### config.mk
export PLATFORM = sky130hd
export DESIGN_NAME = pdua_control_unit
export DESIGN_NICKNAME = d
export VERILOG_FILES = /design/src/rtl/pdua_control_unit.sv
export SDC_FILE = /design/constraint.sdc
export NUM_CORES = 1
export LEC_CHECK = 0
export BUFFER_PORTS_ARGS = -buffer_cell sky130_fd_sc_hd__buf_4
export CAP_MARGIN = 20
export CELL_PAD_IN_SITES_DETAIL_PLACEMENT = 0
export CELL_PAD_IN_SITES_GLOBAL_PLACEMENT = 1
export CORE_ASPECT_RATIO = 0.8
export CORE_MARGIN = 2
export CORE_UTILIZATION = 35
export DETAILED_ROUTE_END_ITERATION = 10
export MAX_ROUTING_LAYER = met4
export PLACE_DENSITY = 0.9
export SYNTH_ARGS = -nofsm -noshare
export SYNTH_HDL_FRONTEND = slang
export SYNTH_SLANG_ARGS = --single-unit
### constraint.sdc
create_clock -name clk -period 3.4 [get_ports clk]
set_input_delay 0.51 -clock clk [delete_from_list [all_inputs] [get_ports clk]]
set_output_delay 0.51 -clock clk [all_outputs]
set_load 0.02 [all_outputs]
### src/rtl/pdua_control_unit.sv
// rtl/pdua_control_unit.sv - PDUA fetch/decode/execute microsequencer
//
// Drives every PDUA datapath control strobe from a Moore FSM.
// Ports:
//   clk, rst          clock (rising edge), asynchronous active-high reset
//   run               level; start/continue execution from IDLE
//   out_IR            opcode currently held in the IR
//   C, N, P, Z        registered ALU flags (only Z is used, by JZ)
//   wr_rdn            1 = memory write from MDR, 0 = read
//   enaf              update flag register
//   selop, shamt      ALU operation select / shift amount (shift unused)
//   bank_wr_en        write BusC into bank[BusC_addr]
//   BusB_addr         bank read select for ALU operand B
//   BusC_addr         bank write select
//   sclr              synchronous clear of IR/MAR/MDR
//   ir_en, mar_en, mdr_en  register load enables
//   mdr_alu_n         BusC source: 1 = MDR, 0 = ALU
//   halted            high while in HALT
//   illegal_op        pulse in DEC for an undefined opcode
module pdua_control_unit #(
    parameter int ADDR_WIDTH = 3,
    parameter int OP_WIDTH   = 5,
    parameter logic [ADDR_WIDTH-1:0] PC_ADDR   = 3'd0,
    parameter logic [ADDR_WIDTH-1:0] DPTR_ADDR = 3'd2,
    parameter logic [ADDR_WIDTH-1:0] A_ADDR    = 3'd3,
    parameter logic [ADDR_WIDTH-1:0] ACC_ADDR  = 3'd7
) (
    input  logic                  clk,
    input  logic                  rst,
    input  logic                  run,
    input  logic [OP_WIDTH-1:0]   out_IR,
    input  logic                  C,
    input  logic                  N,
    input  logic                  P,
    input  logic                  Z,
    output logic                  wr_rdn,
    output logic                  enaf,
    output logic [2:0]            selop,
    output logic [1:0]            shamt,
    output logic                  bank_wr_en,
    output logic [ADDR_WIDTH-1:0] BusB_addr,
    output logic [ADDR_WIDTH-1:0] BusC_addr,
    output logic                  sclr,
    output logic                  ir_en,
    output logic                  mar_en,
    output logic                  mdr_en,
    output logic                  mdr_alu_n,
    output logic                  halted,
    output logic                  illegal_op
);

    localparam logic [OP_WIDTH-1:0] OP_NOP      = 5'b00000;
    localparam logic [OP_WIDTH-1:0] OP_MOV_ACCA = 5'b00001;
    localparam logic [OP_WIDTH-1:0] OP_MOV_AACC = 5'b00010;
    localparam logic [OP_WIDTH-1:0] OP_MOV_DACC = 5'b00011;
    localparam logic [OP_WIDTH-1:0] OP_LOAD     = 5'b00100;
    localparam logic [OP_WIDTH-1:0] OP_STORE    = 5'b00101;
    localparam logic [OP_WIDTH-1:0] OP_ADD      = 5'b00110;
    localparam logic [OP_WIDTH-1:0] OP_INV      = 5'b00111;
    localparam logic [OP_WIDTH-1:0] OP_JMP      = 5'b01000;
    localparam logic [OP_WIDTH-1:0] OP_JZ       = 5'b01001;
    localparam logic [OP_WIDTH-1:0] OP_HALT     = 5'b11111;

    localparam logic [2:0] ALU_PASSB = 3'b000;
    localparam logic [2:0] ALU_ADD   = 3'b001;
    localparam logic [2:0] ALU_NOT   = 3'b010;
    localparam logic [2:0] ALU_INCB  = 3'b011;

    typedef enum logic [3:0] {
        S_IDLE, S_CLR, S_F0, S_F1, S_F2, S_DEC, S_E0, S_E1, S_E2, S_HALT
    } state_t;

    state_t              state;
    logic [OP_WIDTH-1:0] op;
    logic                op_ok;
    logic                unused_flags;

    assign unused_flags = C ^ N ^ P;

    // Opcodes 00000..01001 plus HALT are defined; everything else decodes as NOP.
    assign op_ok = (out_IR <= OP_JZ) || (out_IR == OP_HALT);

    // Instruction boundary: continue fetching only while run is held.
    always_ff @(posedge clk or posedge rst) begin
        if (rst) begin
            state <= S_IDLE;
            op    <= '0;
        end else begin
            case (state)
                S_IDLE: if (run) state <= S_CLR;
                S_CLR:  state <= S_F0;
                S_F0:   state <= S_F1;
                S_F1:   state <= S_F2;
                S_F2:   state <= S_DEC;
                S_DEC: begin
                    op <= out_IR;
                    if (out_IR == OP_HALT)
                        state <= S_HALT;
                    else if (!op_ok || out_IR == OP_NOP)
                        state <= run ? S_F0 : S_IDLE;
                    else
                        state <= S_E0;
                end
                S_E0: begin
                    if (op == OP_LOAD || op == OP_STORE)
                        state <= S_E1;
                    else
                        state <= run ? S_F0 : S_IDLE;
                end
                S_E1:   state <= S_E2;
                S_E2:   state <= run ? S_F0 : S_IDLE;
                S_HALT: state <= S_HALT;
                default: state <= S_IDLE;
            endcase
        end
    end

    always_comb begin
        wr_rdn     = 1'b0;
        enaf       = 1'b0;
        selop      = ALU_PASSB;
        shamt      = 2'b00;
        bank_wr_en = 1'b0;
        BusB_addr  = '0;
        BusC_addr  = '0;
        sclr       = 1'b0;
        ir_en      = 1'b0;
        mar_en     = 1'b0;
        mdr_en     = 1'b0;
        mdr_alu_n  = 1'b0;
        halted     = 1'b0;
        illegal_op = 1'b0;
        case (state)
            S_CLR: sclr = 1'b1;
            S_F0: begin
                BusB_addr = PC_ADDR;
                mar_en    = 1'b1;
            end
            S_F1: begin
                mdr_en     = 1'b1;
                BusB_addr  = PC_ADDR;
                BusC_addr  = PC_ADDR;
                selop      = ALU_INCB;
                bank_wr_en = 1'b1;
            end
            S_F2:  ir_en = 1'b1;
            S_DEC: illegal_op = !op_ok;
            S_E0: begin
                case (op)
                    OP_MOV_ACCA: begin
                        BusB_addr = A_ADDR; BusC_addr = ACC_ADDR; bank_wr_en = 1'b1;
                    end
                    OP_MOV_AACC: begin
                        BusB_addr = ACC_ADDR; BusC_addr = A_ADDR; bank_wr_en = 1'b1;
                    end
                    OP_MOV_DACC: begin
                        BusB_addr = ACC_ADDR; BusC_addr = DPTR_ADDR; bank_wr_en = 1'b1;
                    end
                    OP_LOAD, OP_STORE: begin
                        BusB_addr = DPTR_ADDR; mar_en = 1'b1;
                    end
                    OP_ADD: begin
                        BusB_addr = A_ADDR; BusC_addr = ACC_ADDR; selop = ALU_ADD;
                        bank_wr_en = 1'b1; enaf = 1'b1;
                    end
                    OP_INV: begin
                        BusC_addr = ACC_ADDR; selop = ALU_NOT;
                        bank_wr_en = 1'b1; enaf = 1'b1;
                    end
                    OP_JMP: begin
                        BusB_addr = DPTR_ADDR; BusC_addr = PC_ADDR; bank_wr_en = 1'b1;
                    end
                    OP_JZ: begin
                        // Not-taken branch keeps the PC already incremented in F1.
                        if (Z) begin
                            BusB_addr = DPTR_ADDR; BusC_addr = PC_ADDR; bank_wr_en = 1'b1;
                        end
                    end
                    default: ;
                endcase
            end
            S_E1: begin
                mdr_en = 1'b1;
                if (op == OP_STORE) begin
                    BusB_addr = ACC_ADDR;
                    selop     = ALU_PASSB;
                end
            end
            S_E2: begin
                if (op == OP_STORE) begin
                    wr_rdn = 1'b1;
                end else begin
                    mdr_alu_n  = 1'b1;
                    BusC_addr  = ACC_ADDR;
                    bank_wr_en = 1'b1;
                end
            end
            S_HALT: halted = 1'b1;
            default: ;
        endcase
        if (unused_flags && 1'b0) halted = 1'b0;
    end

endmodule
==> out/results.ini <==
[run_status]
status = finished clean

[global_route]
overflow = 0
antenna_found_initial = 0
grt_pass1_wl_mm = 2.74
grt_max_degree = 13
grt_pass1_vias = 641
track_usage = 0.142

[synthesis]
syn_inst = 92
synth_mux_area_frac = 0.0715
async_reset_ff_frac = 1.00
ys_warn_count = 0
synth-edff-count = 0
synth_top_family_by_area = simple AND/OR/NAND/NOR gates
ys_seq_area_frac = 0.293
synth_cell_types = 41
syn_avg_cell_area_um2 = 8.36
synth_xor_area_frac = 0.0114
syn_area_um2 = 769
yosys_register_bits = 9
ys.flop_type = dfrtp_1
synth_compound_area_frac = 0.202
synthAdderAreaFrac = 0
yosys.area_share.simple = 0.317

[floorplan]
die_h_um = 45.9
row_count = 15
start_util = 0.363
die_area_um2 = 2590
ios = 33
coreArea_um2 = 2120
die_x_um = 56.4

[pwr]
comb_power_share = 0.537
p_sw_frac = 0.465
intPower_uw = 399
p_leak_nw = 0.460
seqPwrFrac = 0.355
p_switching_uw = 346
pwr-share-clk = 0.109
ir_drop_v = 0.000402
powerDensity_nw_per_um2 = 764

[route]
route.detailed.drc = 0
drt_iter0_drc = 11
wl_per_cell_um = 11.7
ant_nets = 0
vias_per_cell = 5.06
via_count = 718
wirelength_mm = 1.66
firstDrtPassIters = 4

[timing]
setup_tns_ns = 0
setup_ws_ns = 0.905
tightest_slew_ns = 0.518
hold_viol = 0
hold-worst-slack_ns = 0.199
fin_skew_ns = 0.00345
slew_headroom = 0.650
period_share = 0.734
fin_crit_ns = 2.49
rsz0062_at_grt = no
max_freq_mhz = 401
final_max_slew_viol_count = 0
setup_violations = 0

[setup_path]
critPathCaptureType = output pin
cp-start-kind = flip-flop
required_ns = 2.89
crit_fanout = 12
arrival_ns = 1.98
crit_type = reg -> out

[clocking]
cts_root_buf = clkbuf_4
cts-resized-gates = 0
clk_latency_ns = 0.26
clk_path_buf_depth = 2
h-tree-depth = 1
cts.clk_slew.worst_paths_ns = 0.06
cts.sinks = 9
cts_hold_buf = 0
cts_tree = built
numCtsBuffers = 3
post_cts.repair.setup_buffers = 0

[layout]
final_area_um2 = 975
instances_no_fill = 142
final_nets = 130
final_common_cell = buf_4
layout_common_cells = buf_4, o21ai_0, dfrtp_1, nand2_1, nor2_1
drive_above_1_share = 0.359
n_antenna_cell = 0
syn_to_final_growth_pct = 26.7

[flow_run]
maxCapViolations = 0

[place]
routabilityCongestion = 0.769
dpl_worst_slack_ns = 1.18
place_inst = 138
place_hpwl_mm = 1.31
io_buffers = 26
placed_area_um2 = 948

[worst_hold_path]
hp-class = in -> async

## cell families (layout without fill, tap and decap cells)
kind of cell | count (synthesis) | count (layout)
xor+xnor | 1 | 1
other cells | 1 | 3
simple gates | 41 | 41
buf+inv | 13 | 36
flops | 9 | 9
compound gates | 22 | 22
mux | 5 | 5
## sequential cells by signal, indices dropped and copies added (netlist names)
signal,count
op,5
state,4
## path summary, 6_finish.rpt
kind,from,end,slack [ns],cells past startpoint
min,rst,state[0],0.20,2
min in group clk,out_IR[0],op[0],0.49,3
max,state[0],BusB_addr[1],0.91,4
max in group asynchronous,rst,op[1],2.96,2
max reg2reg,op[1],state[0],1.67,3
min reg2reg,op[4],op[4],0.59,1
## power by group through the flow
stage	Sequential (mW)	Clock [mW]	Combinational (mW)
floorplan	0.200	0	0.361
global placement	0.261	0	0.395
detailed placement	0.264	0	0.401
CTS	0.262	0.0847	0.403
global route	0.280	0.0912	0.439
finish	0.264	0.0809	0.400
## Yosys cell counts (2+ instances only)
master	instances	share of area
nor2_1	7	0.034
buf_4	5	0.049
inv_1	6	0.029
or3_1	2	0.016
nor3_1	3	0.020
a21oi_1	3	0.020
o21ai_0	9	0.059
nand3_1	6	0.039
nand3b_1	2	0.020
dfrtp_1	9	0.29
nand2_1	7	0.034
mux2_2	4	0.059
## metrics by stage
stage                      util  power, mW
final                     0.460      0.745
after global routing      0.460      0.810
after CTS                 0.460      0.750
after detailed placement  0.447      0.665
after global placement    0.447      0.655
after floorplan               -      0.560
## final cells by class
type | instances | area [µm²]
Multi-Input combinational cell | 72 | 474
Inverter | 6 | 22.5
Tap cell | 25 | 31.3
Fill cell | 227 | 1150
Sequential cell | 9 | 225
Clock buffer | 4 | 26.3
Timing Repair Buffer | 26 | 195
## routing by layer
layer,track usage,up-vias,routed length [µm]
met5,-,-,0
met1,0.188,329,789
met3,0.0313,0,84
met4,0.0571,0,0
met2,0.214,16,781
li1,-,373,-
## worst max-delay path, stage by stage (launching register included)
cell and delay (ns):
dfrtp_1 0.51, nand4bb_1 0.30, or4_2 0.67, nand3_1 0.11, buf_4 0.14
No activity file was read; power rests on OpenSTA's default activity.
